===== config.mk =====
export PLATFORM = sky130hd
export DESIGN_NAME = _div_impl_flat
export DESIGN_NICKNAME = d
export VERILOG_FILES = /design/src/rtl/_div_impl_pkg.sv /design/src/rtl/_div_impl_if.sv /design/src/rtl/_div_impl_step.sv /design/src/rtl/_div_impl.sv /design/src/flat_wrapper.sv
export SDC_FILE = /design/constraint.sdc
export NUM_CORES = 1
export LEC_CHECK = 0
export ABC_AREA = 1
export CAP_MARGIN = 20
export CORE_UTILIZATION = 55
export CTS_CLUSTER_SIZE = 24
export DETAILED_ROUTE_END_ITERATION = 10
export DONT_BUFFER_PORTS = 1
export GPL_TIMING_DRIVEN = 1
export PLACE_DENSITY = 0.67
export SYNTH_ARGS = -nofsm -noshare
export SYNTH_HDL_FRONTEND = slang
export SYNTH_HIERARCHICAL = 1
export SYNTH_SLANG_ARGS = --single-unit

===== constraint.sdc =====
create_clock -name clk -period 4.65 [get_ports clk]
set_input_delay 0.465 -clock clk [delete_from_list [all_inputs] [get_ports clk]]
set_output_delay 0.465 -clock clk [all_outputs]
set_load 0.01 [all_outputs]

===== src/rtl/_div_impl_pkg.sv =====
// Shared execute-stage definitions for the iterative divider.
// Contents:
//   div_state_t      - divider FSM state encoding (IDLE, CALC, FIX, DONE)
//   DIV_ITERS        - quotient bits produced, one per CALC cycle
//   DIV_OVF_DIVIDEND - most negative dividend, the signed-overflow operand
//   DIV_BYZERO_QUOT  - quotient returned for a zero divisor
package _div_impl_pkg;

  typedef enum logic [1:0] {
    IDLE = 2'd0,
    CALC = 2'd1,
    FIX  = 2'd2,
    DONE = 2'd3
  } div_state_t;

  localparam int          DIV_ITERS        = 32;
  localparam logic [31:0] DIV_OVF_DIVIDEND = 32'h8000_0000;
  localparam logic [31:0] DIV_BYZERO_QUOT  = 32'hFFFF_FFFF;

endpackage


===== src/rtl/_div_impl_if.sv =====
// Request/response bundle between the execute stage and the divider.
// Signals:
//   start, is_signed, a, b, kill  - request side (driven by master)
//   busy, done, quot, rem         - response side (driven by slave)
// Modports: master (execute stage), slave (divider).
interface _div_impl_if #(
  parameter int XLEN = 32
);
  logic            start;
  logic            is_signed;
  logic [XLEN-1:0] a;
  logic [XLEN-1:0] b;
  logic            kill;
  logic            busy;
  logic            done;
  logic [XLEN-1:0] quot;
  logic [XLEN-1:0] rem;

  modport master (
    output start, is_signed, a, b, kill,
    input  busy, done, quot, rem
  );

  modport slave (
    input  start, is_signed, a, b, kill,
    output busy, done, quot, rem
  );
endinterface


===== src/rtl/_div_impl_step.sv =====
// _div_step: one restoring-division iteration, purely combinational.
// Ports:
//   r_i  partial remainder        q_i  quotient/dividend shift register
//   d_i  divisor magnitude        r_o  next partial remainder
//   q_o  next shift register (dividend bit shifted out, quotient bit in)
module _div_step #(
  parameter int XLEN = 32
) (
  input  logic [XLEN-1:0] r_i,
  input  logic [XLEN-1:0] q_i,
  input  logic [XLEN-1:0] d_i,
  output logic [XLEN-1:0] r_o,
  output logic [XLEN-1:0] q_o
);
  // r < d always holds, so a non-negative trial fits in XLEN bits and the
  // extra top bit is purely the borrow.
  logic [XLEN:0] trial;

  assign trial = {r_i, q_i[XLEN-1]} - {1'b0, d_i};

  always_comb begin
    r_o = {r_i[XLEN-2:0], q_i[XLEN-1]};
    q_o = {q_i[XLEN-2:0], 1'b0};
    if (!trial[XLEN]) begin
      r_o = trial[XLEN-1:0];
      q_o = {q_i[XLEN-2:0], 1'b1};
    end
  end
endmodule


===== src/rtl/_div_impl.sv =====
// _div_impl: iterative 32-bit divider with RISC-V M-extension results.
// One quotient bit per cycle by restoring trial subtraction; start/busy/done
// handshake, kill aborts an operation in flight without producing done.
// Ports:
//   clk  clock              rst  asynchronous active-high reset
//   bus  _div_impl_if.slave (start, is_signed, a, b, kill -> busy, done, quot, rem)
// Build option:
//   DIV_EARLY_OUT_EN - divide-by-zero, signed overflow and |a| < |b| bypass
//                      CALC (done two cycles after start). Results are
//                      identical with or without it.
module _div_impl
  import _div_impl_pkg::*;
#(
  parameter int XLEN = 32
) (
  input  logic        clk,
  input  logic        rst,
  _div_impl_if.slave  bus
);
  localparam int CW = $clog2(DIV_ITERS);

  div_state_t      state_q;
  logic [CW-1:0]   count_q;
  logic            busy_q, done_q;
  logic [XLEN-1:0] quot_q, rem_q;
  logic            sign_q_q, sign_r_q, byzero_q, ovf_q;
`ifdef DIV_EARLY_OUT_EN
  logic            small_q;
`endif

  // Datapath state is not reset; it is always reloaded on an accepted start.
  logic [XLEN-1:0] r_q, q_q, d_q, a_q;
  logic [XLEN-1:0] r_nx, q_nx;

  logic signed [XLEN-1:0] a_s, b_s;
  logic [XLEN-1:0] abs_a, abs_b;
  logic            accept, byzero_in, ovf_in;
  logic [XLEN-1:0] fix_quot, fix_rem;

  function automatic logic [XLEN-1:0] cond_neg(input logic [XLEN-1:0] v,
                                               input logic            neg);
    return neg ? (~v + {{(XLEN-1){1'b0}}, 1'b1}) : v;
  endfunction

  assign a_s       = bus.a;
  assign b_s       = bus.b;
  assign abs_a     = cond_neg(bus.a, bus.is_signed && (a_s < 0));
  assign abs_b     = cond_neg(bus.b, bus.is_signed && (b_s < 0));
  // kill wins over a simultaneous start
  assign accept    = (state_q == IDLE) && bus.start && !bus.kill;
  assign byzero_in = (bus.b == '0);
  assign ovf_in    = bus.is_signed && (bus.a == DIV_OVF_DIVIDEND) && (bus.b == '1);

  _div_step #(.XLEN(XLEN)) u_step (
    .r_i (r_q),
    .q_i (q_q),
    .d_i (d_q),
    .r_o (r_nx),
    .q_o (q_nx)
  );

  // Sign fix-up and special-case overrides. Overflow falls out of the plain
  // path too (|a|/1 with sign_q=0), but an early-out operation never ran
  // CALC, so the overrides must not depend on q_q/r_q.
  always_comb begin
    fix_quot = cond_neg(q_q, sign_q_q);
    fix_rem  = cond_neg(r_q, sign_r_q);
    if (byzero_q) begin
      fix_quot = DIV_BYZERO_QUOT;
      fix_rem  = a_q;
    end else if (ovf_q) begin
      fix_quot = DIV_OVF_DIVIDEND;
      fix_rem  = '0;
    end
`ifdef DIV_EARLY_OUT_EN
    else if (small_q) begin
      fix_quot = '0;
      fix_rem  = a_q;
    end
`endif
  end

  always_ff @(posedge clk) begin
    if (accept) begin
      r_q <= '0;
      q_q <= abs_a;
      d_q <= abs_b;
      a_q <= bus.a;
    end else if (state_q == CALC) begin
      r_q <= r_nx;
      q_q <= q_nx;
    end
  end

  always_ff @(posedge clk or posedge rst) begin
    if (rst) begin
      state_q  <= IDLE;
      count_q  <= '0;
      busy_q   <= 1'b0;
      done_q   <= 1'b0;
      quot_q   <= '0;
      rem_q    <= '0;
      sign_q_q <= 1'b0;
      sign_r_q <= 1'b0;
      byzero_q <= 1'b0;
      ovf_q    <= 1'b0;
`ifdef DIV_EARLY_OUT_EN
      small_q  <= 1'b0;
`endif
    end else if (bus.kill && (state_q != IDLE)) begin
      state_q <= IDLE;
      busy_q  <= 1'b0;
      done_q  <= 1'b0;
    end else begin
      case (state_q)
        IDLE: begin
          done_q <= 1'b0;
          if (accept) begin
            sign_q_q <= bus.is_signed && (bus.a[XLEN-1] ^ bus.b[XLEN-1]);
            sign_r_q <= bus.is_signed && bus.a[XLEN-1];
            byzero_q <= byzero_in;
            ovf_q    <= ovf_in;
            count_q  <= CW'(DIV_ITERS - 1);
            busy_q   <= 1'b1;
            state_q  <= CALC;
`ifdef DIV_EARLY_OUT_EN
            small_q  <= (abs_a < abs_b);
            if (byzero_in || ovf_in || (abs_a < abs_b)) begin
              state_q <= FIX;
            end
`endif
          end
        end
        CALC: begin
          count_q <= count_q - 1'b1;
          if (count_q == '0) begin
            state_q <= FIX;
          end
        end
        FIX: begin
          quot_q  <= fix_quot;
          rem_q   <= fix_rem;
          done_q  <= 1'b1;
          state_q <= DONE;
        end
        DONE: begin
          done_q  <= 1'b0;
          busy_q  <= 1'b0;
          state_q <= IDLE;
        end
        default: begin
          state_q <= IDLE;
          busy_q  <= 1'b0;
          done_q  <= 1'b0;
        end
      endcase
    end
  end

  assign bus.busy = busy_q;
  assign bus.done = done_q;
  assign bus.quot = quot_q;
  assign bus.rem  = rem_q;
endmodule


===== src/flat_wrapper.sv =====
// flat-port wrapper written by rule: the top's interface ports become plain ports
module _div_impl_flat import _div_impl_pkg::*;
#(
  parameter int XLEN = 32
)
  (clk, rst, bus_start, bus_is_signed, bus_a, bus_b, bus_kill, bus_busy, bus_done, bus_quot, bus_rem);
  _div_impl_if #(.XLEN(XLEN)) bus_i ();
  input  logic clk;
  input  logic rst;
  input wire logic [$bits(bus_i.start)-1:0] bus_start;
  input wire logic [$bits(bus_i.is_signed)-1:0] bus_is_signed;
  input wire logic [$bits(bus_i.a)-1:0] bus_a;
  input wire logic [$bits(bus_i.b)-1:0] bus_b;
  input wire logic [$bits(bus_i.kill)-1:0] bus_kill;
  output wire logic [$bits(bus_i.busy)-1:0] bus_busy;
  output wire logic [$bits(bus_i.done)-1:0] bus_done;
  output wire logic [$bits(bus_i.quot)-1:0] bus_quot;
  output wire logic [$bits(bus_i.rem)-1:0] bus_rem;
  assign bus_i.start = bus_start;
  assign bus_i.is_signed = bus_is_signed;
  assign bus_i.a = bus_a;
  assign bus_i.b = bus_b;
  assign bus_i.kill = bus_kill;
  assign bus_busy = bus_i.busy;
  assign bus_done = bus_i.done;
  assign bus_quot = bus_i.quot;
  assign bus_rem = bus_i.rem;
  _div_impl #(.XLEN(XLEN)) u_core (.clk(clk), .rst(rst), .bus(bus_i));
endmodule

==> results.py, run 1 <==
metrics = {
    "outcome": {
        "status": "finished clean",
    },
    "power": {
        "power_uw": 9030,
        "p_seq_share_pct": 37.5,
        "comb_power_share_pct": 43.1,
        "cell_internal_pwr_uw": 4870,
        "power_density_mw_per_mm2": 569,
        "power_switching_uw": 4160,
        "peakVddDrop_uv": 426,
        "leakage_uw": 0.00805,
        "switching_share_pct": 46.1,
        "p_clk_share_pct": 19.4,
    },
    "worst_setup_path": {
        "start_kind": "flop",
        "cp_cell_sequence": "inv_1 > ha_1 > fa_1 > inv_1 > nand2_1 > nand2_1 > nand3_1 > nand2_2 > nand2_1 > nand2_2 > nand2_2 > nand2_2 > nand2_2 > nand2_4 > nand2_1 > nand2_1 > nand2_1 > o21ai_0 > nand2_1 > inv_1",
        "endpoint_kind": "flop",
        "cp_slowest_cell": "edfxtp_1",
        "crit_path_frequent_cell": "nand2_1",
        "max_stage_delay_ns": 0.41,
        "path_max_fanout": 33,
        "reg2reg_depth": 20,
        "cp.arrival_ns": 3.29,
        "path_class": "flop to flop",
        "worstPathRequired_ns": 5.10,
    },
    "logic_synthesis": {
        "synth-edff-count": 96,
        "async_reset_ff_share_pct": 37.6,
        "synth.distinct_cells": 45,
        "yosys_warnings": 6,
        "yosys.area.top_type": "edfxtp_1",
        "ys.flop_type": "edfxtp_1",
        "synth.most_common_cell": "nand2_1",
        "synthCells": 2297,
        "synth-seq-cells": 205,
        "syn_area_sq_mm": 0.0152,
        "yosysTopAreaCellShare_pct": 19.0,
        "synth_top_cells_by_area": "edfxtp_1, nand2_1, dfrtp_1",
        "syn_avg_cell_area_sq_um": 6.60,
        "synth_commonest_cells": "nand2_1, inv_1, nor2_1, nand3_1, a21oi_1",
        "syn-num-nets": 2409,
        "yosysSeqAreaShare_pct": 35.9,
    },
    "cells_and_area": {
        "insertedDiodeCount": 0,
        "multi_input_area_sq_mm": 0.00793,
        "design_area_sq_mm": 0.0159,
        "seqCellArea_sq_mm": 0.00545,
        "nNetsFinal": 2353,
        "fillers": 2683,
        "syn_to_final_growth_pct": 4.72,
        "drive_above_1_share_pct": 4.65,
    },
    "sta": {
        "slew_headroom_pct": 25.5,
        "maxSlewViolCount": 0,
        "worst_pin_slew_ns": 1.12,
        "timing.final.crit_share_pct": 60.9,
        "setup_tns_ns": 0,
        "hold_viol": 0,
        "setup_viol": 0,
        "grt_setup_unrepaired": "no",
        "fmax_mhz": 353,
        "period_minus_slack_ns": 2.83,
        "fin_worst_skew_ns": 0.0305,
    },
    "cts": {
        "cts_resized": 0,
        "cts_root_buf": "clkbuf_16",
        "cts.htree.levels": 1,
        "cts_buffers": 24,
        "cts.sinks": 205,
        "cts_buffer_depth": 3,
        "cts_tree": "built",
        "path_clk_slew_ns": 0.06,
        "clk_latency_ns": 0.54,
        "post_cts_buffers": 0,
    },
    "detailed_routing": {
        "first_pass_iters": 6,
        "ant_nets": 0,
        "drt_iter0_drc": 1487,
        "routed_wl_mm": 43.8,
        "wl_per_cell_um": 16.9,
        "vias": 14413,
        "drc": 0,
        "via_per_inst": 5.54,
    },
    "hold_path": {
        "worstHoldPathCells": 0,
        "min_path_type": "input port to flop",
    },
    "run": {
        "max-cap-violations": 0,
    },
    "floorplan": {
        "die_w_um": 168,
        "initial_utilization_pct": 56.1,
        "io_pins": 135,
        "core_area_sq_mm": 0.0270,
        "die_height_um": 168,
        "fp-row-count": 60,
        "die_area_sq_mm": 0.0282,
    },
    "global_routing": {
        "grt_max_degree": 90,
        "track_usage_pct": 30.9,
        "grt_pass1_vias": 12921,
        "grt_pass1_wl_mm": 68.5,
        "antenna_found_initial": 0,
        "gr-total-overflow": 0,
    },
    "placement": {
        "port_buffers": 0,
        "place_congestion": 0.969,
        "hpwl_mm": 33.8,
        "post_dp_cell_area_sq_mm": 0.0151,
    },
}
-- cells in the final DEF (no fill, tap or decap), types with 7 or more instances in the layout --
master,instances
nand2_1,736
inv_1,321
nor2_1,261
nand3_1,189
a21oi_1,135
edfxtp_1,96
o21ai_0,86
dfrtp_1,77
xor2_1,48
ha_1,41
nand4_1,36
dfxtp_1,32
clkbuf_16,24
nor3_1,16
o21ai_1,13
nand2_2,12
buf_4,11
o21bai_1,10
inv_2,9
nand3b_1,9
nor2_4,8
nor2_2,8
clkinv_2,7
o211ai_1,7
xnor2_1,7
-- logic make-up after synthesis --
| family | count (synthesis) | share of synthesized area, % |
|---|---|---|
| fa+ha+maj | 43 | 3.60 |
| simple gates | 1299 | 36.0 |
| compound gates | 268 | 9.42 |
| flops | 205 | 35.9 |
| xor+xnor | 55 | 3.18 |
| buf+inv | 427 | 11.9 |
-- per-layer routing --
| layer | vias to the layer above | track usage (%) | routed length, um |
|---|---|---|---|
| met5 | - | 0 | 0 |
| met4 | 0 | 8.46 | 1160 |
| li1 | 7155 | - | - |
| met3 | 66 | 7.55 | 4420 |
| met2 | 554 | 45.9 | 18200 |
| met1 | 6638 | 44.6 | 20000 |
-- registers in the layout, summed over array words and instances (netlist names) --
| name | flops |
|---|---|
| u_core/a_q | 32 |
| u_core/bus.quot | 32 |
| u_core/bus.rem | 32 |
| u_core/d_q | 32 |
| u_core/q_q | 32 |
| u_core/r_q | 32 |
| u_core/count_q | 5 |
| u_core/state_q | 2 |
| u_core/bus.busy | 1 |
| u_core/bus.done | 1 |
| u_core/byzero_q | 1 |
| u_core/ovf_q | 1 |
| u_core/sign_q_q | 1 |
| u_core/sign_r_q | 1 |
-- power by group through the flow --
stage          registers [uW]  logic [uW]  clock network, uW
3_5_place_dp             3400        3800                  0
2_1_floorplan            3140        3190                  0
3_3_place_gp             3390        3730                  0
6_report                 3380        3890               1760
5_1_grt                  3460        4420               1840
4_1_cts                  3370        3830               1780
-- worst max-delay path: cells and delay by family, from the launching register on --
kind / cells / cell delay (ns)
adders and majority gates: 2 / 0.63
buffers and inverters: 3 / 0.26
AOI/OAI and AO/OA: 1 / 0.10
and+or+nand+nor: 14 / 1.33
DFF: 1 / 0.41
-- path summary, 6_finish.rpt --
path | endpoint | start | slack, ns
worst max-delay path | u_core/r_q[12] | u_core/q_q[31] | 1.82
worst min-delay path | u_core/a_q[13] | bus_a[13] | 0.02
worst max register to register | u_core/r_q[12] | u_core/q_q[31] | 1.82
worst min register to register | u_core/count_q[2] | u_core/count_q[2] | 0.51
max in group asynchronous | u_core/bus.rem[14] | rst | 3.19
min in group asynchronous | u_core/bus.quot[15] | rst | 0.46
-- layout make-up --
cell class,instances,area share [%]
Tap cell,341,2.69
Inverter,333,7.89
Clock inverter,13,0.504
Timing Repair Buffer,12,0.583
Multi-Input combinational cell,1665,49.9
Clock buffer,31,4.07
Sequential cell,205,34.3
-- what timing repair did --
| action | in CTS | in global routing |
|---|---|---|
| endpoints found under the setup margin | 0 | 0 |
| hold buffers | 1 | 0 |
| hold endpoints to repair | 33 | 0 |
-- through the flow --
stage	instances	util (%)	hold slack, ns	worst slack, ns
floorplan	2297	-	0.468	1.26
global placement	2555	56.0	0.420	2.00
detailed placement	2555	56.0	0.440	1.89
CTS	2600	58.7	0.0132	1.85
global route	2600	58.7	0.0122	1.54
finish	2600	58.7	0.0205	1.82
(Power assumes the default switching activity.)
==> run 2, diff against run 1 <==
--- a/config.mk
+++ b/config.mk
@@ -12,7 +12,7 @@
 export DETAILED_ROUTE_END_ITERATION = 10
 export DONT_BUFFER_PORTS = 1
 export GPL_TIMING_DRIVEN = 1
-export PLACE_DENSITY = 0.67
+export PLACE_DENSITY = 0.7
 export SYNTH_ARGS = -nofsm -noshare
 export SYNTH_HDL_FRONTEND = slang
 export SYNTH_HIERARCHICAL = 1
==> constraint.sdc (replaced) <==
create_clock -name clk -period 2.55 [get_ports clk]
set_input_delay 0.255 -clock clk [delete_from_list [all_inputs] [get_ports clk]]
set_output_delay 0.255 -clock clk [all_outputs]
set_load 0.01 [all_outputs]
==> run 2 against run 1 <==
Sequential cell count is the same. Non-clock buffer count grew 119. Combinational power grew 100%. Maximum frequency grew 13%. Critical path type unchanged.
==> results.py, run 2 (synthesized netlist as in run 1, its figures left out) <==
metrics = {
    "sta": {
        "worst_pin_slew_ns": 0.673,
        "timing.final.crit_share_pct": 98.5,
        "grt_setup_unrepaired": "yes",
        "fmax_mhz": 398,
        "fin_worst_skew_ns": 0.00941,
        "hold_ws_ns": 0.00503,
        "slew_headroom_pct": 55.1,
        "maxSlewViolCount": 0,
        "period_minus_slack_ns": 2.51,
        "hold_viol": 0,
        "setup_viol": 0,
    },
    "cells_and_area": {
        "nNetsFinal": 2474,
        "seqCellArea_sq_mm": 0.00545,
        "syn_to_final_growth_pct": 14.3,
        "insertedDiodeCount": 0,
        "drive_above_1_share_pct": 8.95,
        "multi_input_area_sq_mm": 0.00814,
        "final_common_cell": "nand2_1",
        "fillers": 2506,
        "layout_common_cells": "nand2_1, inv_1, nor2_1",
    },
    "worst_setup_path": {
        "ff2ff_setup_slack_ns": 0.04,
        "rr_endpoint": "u_core/r_q[28]",
        "max_stage_delay_ns": 0.38,
        "cp_slowest_cell": "edfxtp_1",
        "cp_cell_sequence": "inv_2 > ha_2 > nand2_1 > inv_1 > nand2_1 > nand2_1 > nand2_1 > nand2_1 > a21oi_4 > nand2_4 > nand2_4 > nand2_8 > buf_12 > nand2_1 > nand2_1 > nand2_1 > o21ai_0 > nand2_1 > inv_1",
        "path_max_fanout": 8,
        "cp.arrival_ns": 2.95,
        "endpoint_kind": "flop",
        "start_kind": "flop",
        "crit_path_frequent_cell": "nand2_1",
        "critPathTopFamily": "simple AND/OR/NAND/NOR gates",
        "worstPathRequired_ns": 2.99,
        "crit_buf_inv": 4,
        "path_class": "flop to flop",
        "r2r_start": "u_core/d_q[27]",
        "reg2reg_depth": 19,
    },
    "floorplan": {
        "core_area_sq_mm": 0.0270,
        "die_w_um": 168,
        "die_area_sq_mm": 0.0282,
        "initial_utilization_pct": 56.1,
        "fp-row-count": 60,
        "io_pins": 135,
        "die_height_um": 168,
    },
    "detailed_routing": {
        "ant_nets": 0,
        "wl_per_cell_um": 17.8,
        "vias": 15144,
        "drc": 0,
        "routed_wl_mm": 48.4,
        "drt_iter0_drc": 1584,
        "first_pass_iters": 7,
        "via_per_inst": 5.56,
    },
    "power": {
        "leakage_uw": 0.00873,
        "peakVddDrop_uv": 878,
        "power_density_mw_per_mm2": 1000,
        "power_uw": 17400,
    },
    "cts": {
        "cts.sinks": 205,
        "cts.htree.levels": 1,
        "cts_tree": "built",
        "cts_buffer_depth": 3,
        "path_clk_slew_ns": 0.07,
        "cts_root_buf": "clkbuf_16",
        "cts_buffers": 25,
        "clk_latency_ns": 0.54,
    },
    "outcome": {
        "status": "finished clean",
    },
    "hold_path": {
        "worstHoldStart": "bus_a[20]",
        "min_path_type": "input port to flop",
        "worstHoldPathCells": 3,
        "worstHoldEndpoint": "u_core/q_q[20]",
    },
    "global_routing": {
        "grt_pass1_vias": 13803,
        "gr-total-overflow": 0,
        "antenna_found_initial": 0,
        "grt_pass1_wl_mm": 74.0,
        "track_usage_pct": 33.6,
        "grt_max_degree": 67,
    },
    "placement": {
        "port_buffers": 0,
        "place_congestion": 0.969,
        "hpwl_mm": 36.4,
    },
    "run": {
        "max-cap-violations": 0,
    },
}
run 2: cell types whose count changed in the layout (fill, tap and decap cells not counted), moves of 8 or more:
cell / before / now
buf_4: 11 / 64
dlygate4sd3_1: 1 / 56
ha_1: 41 / 33
nand2_1: 736 / 720
nand2_2: 12 / 24
o21ai_0: 86 / 77
o21ai_1: 13 / 22
run 2: power by group:
part	internal, uW	switching (uW)	leakage, uW
logic	2660	5110	0.00630
registers	4760	1310	0.00203
clock network	2040	1470	0.000393
total	9460	7890	0.00873
run 2: cell type report:
class	count	share of cell area, %
Multi-Input combinational cell	1666	47.0
Tap cell	341	2.46
Clock buffer	33	4.02
Timing Repair Buffer	131	7.24
Clock inverter	13	0.628
Inverter	333	7.23
Sequential cell	205	31.5
run 2: how the worst max path moves through the flow:
stage	from	to	slack [ns]	depth (start not counted)
6_report	u_core/d_q[27]	u_core/r_q[28]	0.04	19
5_1_grt	u_core/q_q[31]	u_core/r_q[27]	-0.14	21
4_1_cts	u_core/q_q[31]	u_core/r_q[28]	0.004	21
3_5_place_dp	u_core/q_q[31]	u_core/r_q[21]	0.0005	20
3_3_place_gp	u_core/q_q[31]	u_core/r_q[26]	0.10	20
2_1_floorplan	u_core/state_q[0]	u_core/a_q[0]	0.09	5
run 2: worst register-to-register path, delay by kind of cell, from the launching register on:
| family | cells | cell delay, ns |
|---|---|---|
| adder cells (fa/ha/maj) | 1 | 0.32 |
| buffers and inverters | 4 | 0.38 |
| AND/OR/NAND/NOR | 12 | 1.01 |
| flip-flops | 1 | 0.38 |
| AO/OA/AOI/OAI | 2 | 0.32 |
run 2: routing by layer:
layer	vias up	share of wire [%]	track usage, %
met4	0	2.4	8.74
met1	7019	46	49.1
met2	652	42	49.9
met5	-	0	0
li1	7397	-	-
met3	76	9.9	7.83
run 2: metrics by stage:
step           util (%)  instance area, sq um  setup WS, ns  cells  setup TNS, ns
6_report           64.1                 17300        0.0376   2722              0
5_1_grt            64.1                 17300        -0.142   2722          -2.94
3_3_place_gp       57.9                 15600         0.104   2610              0
3_5_place_dp       57.9                 15600      0.000476   2610              0
4_1_cts            63.0                 17000       0.00433   2715              0
2_1_floorplan         -                 15200        0.0886   2297              0
run 2: what timing repair did:
action / 4_1_cts / 5_1_grt
setup buffers: 3 / 4
endpoints found under the hold margin: 90 / 0
gates cloned: 0 / 3
gates resized for setup: 0 / 65
endpoints found under the setup margin: 1 / 33
hold buffers: 56 / 0
pin swaps: 1 / 17
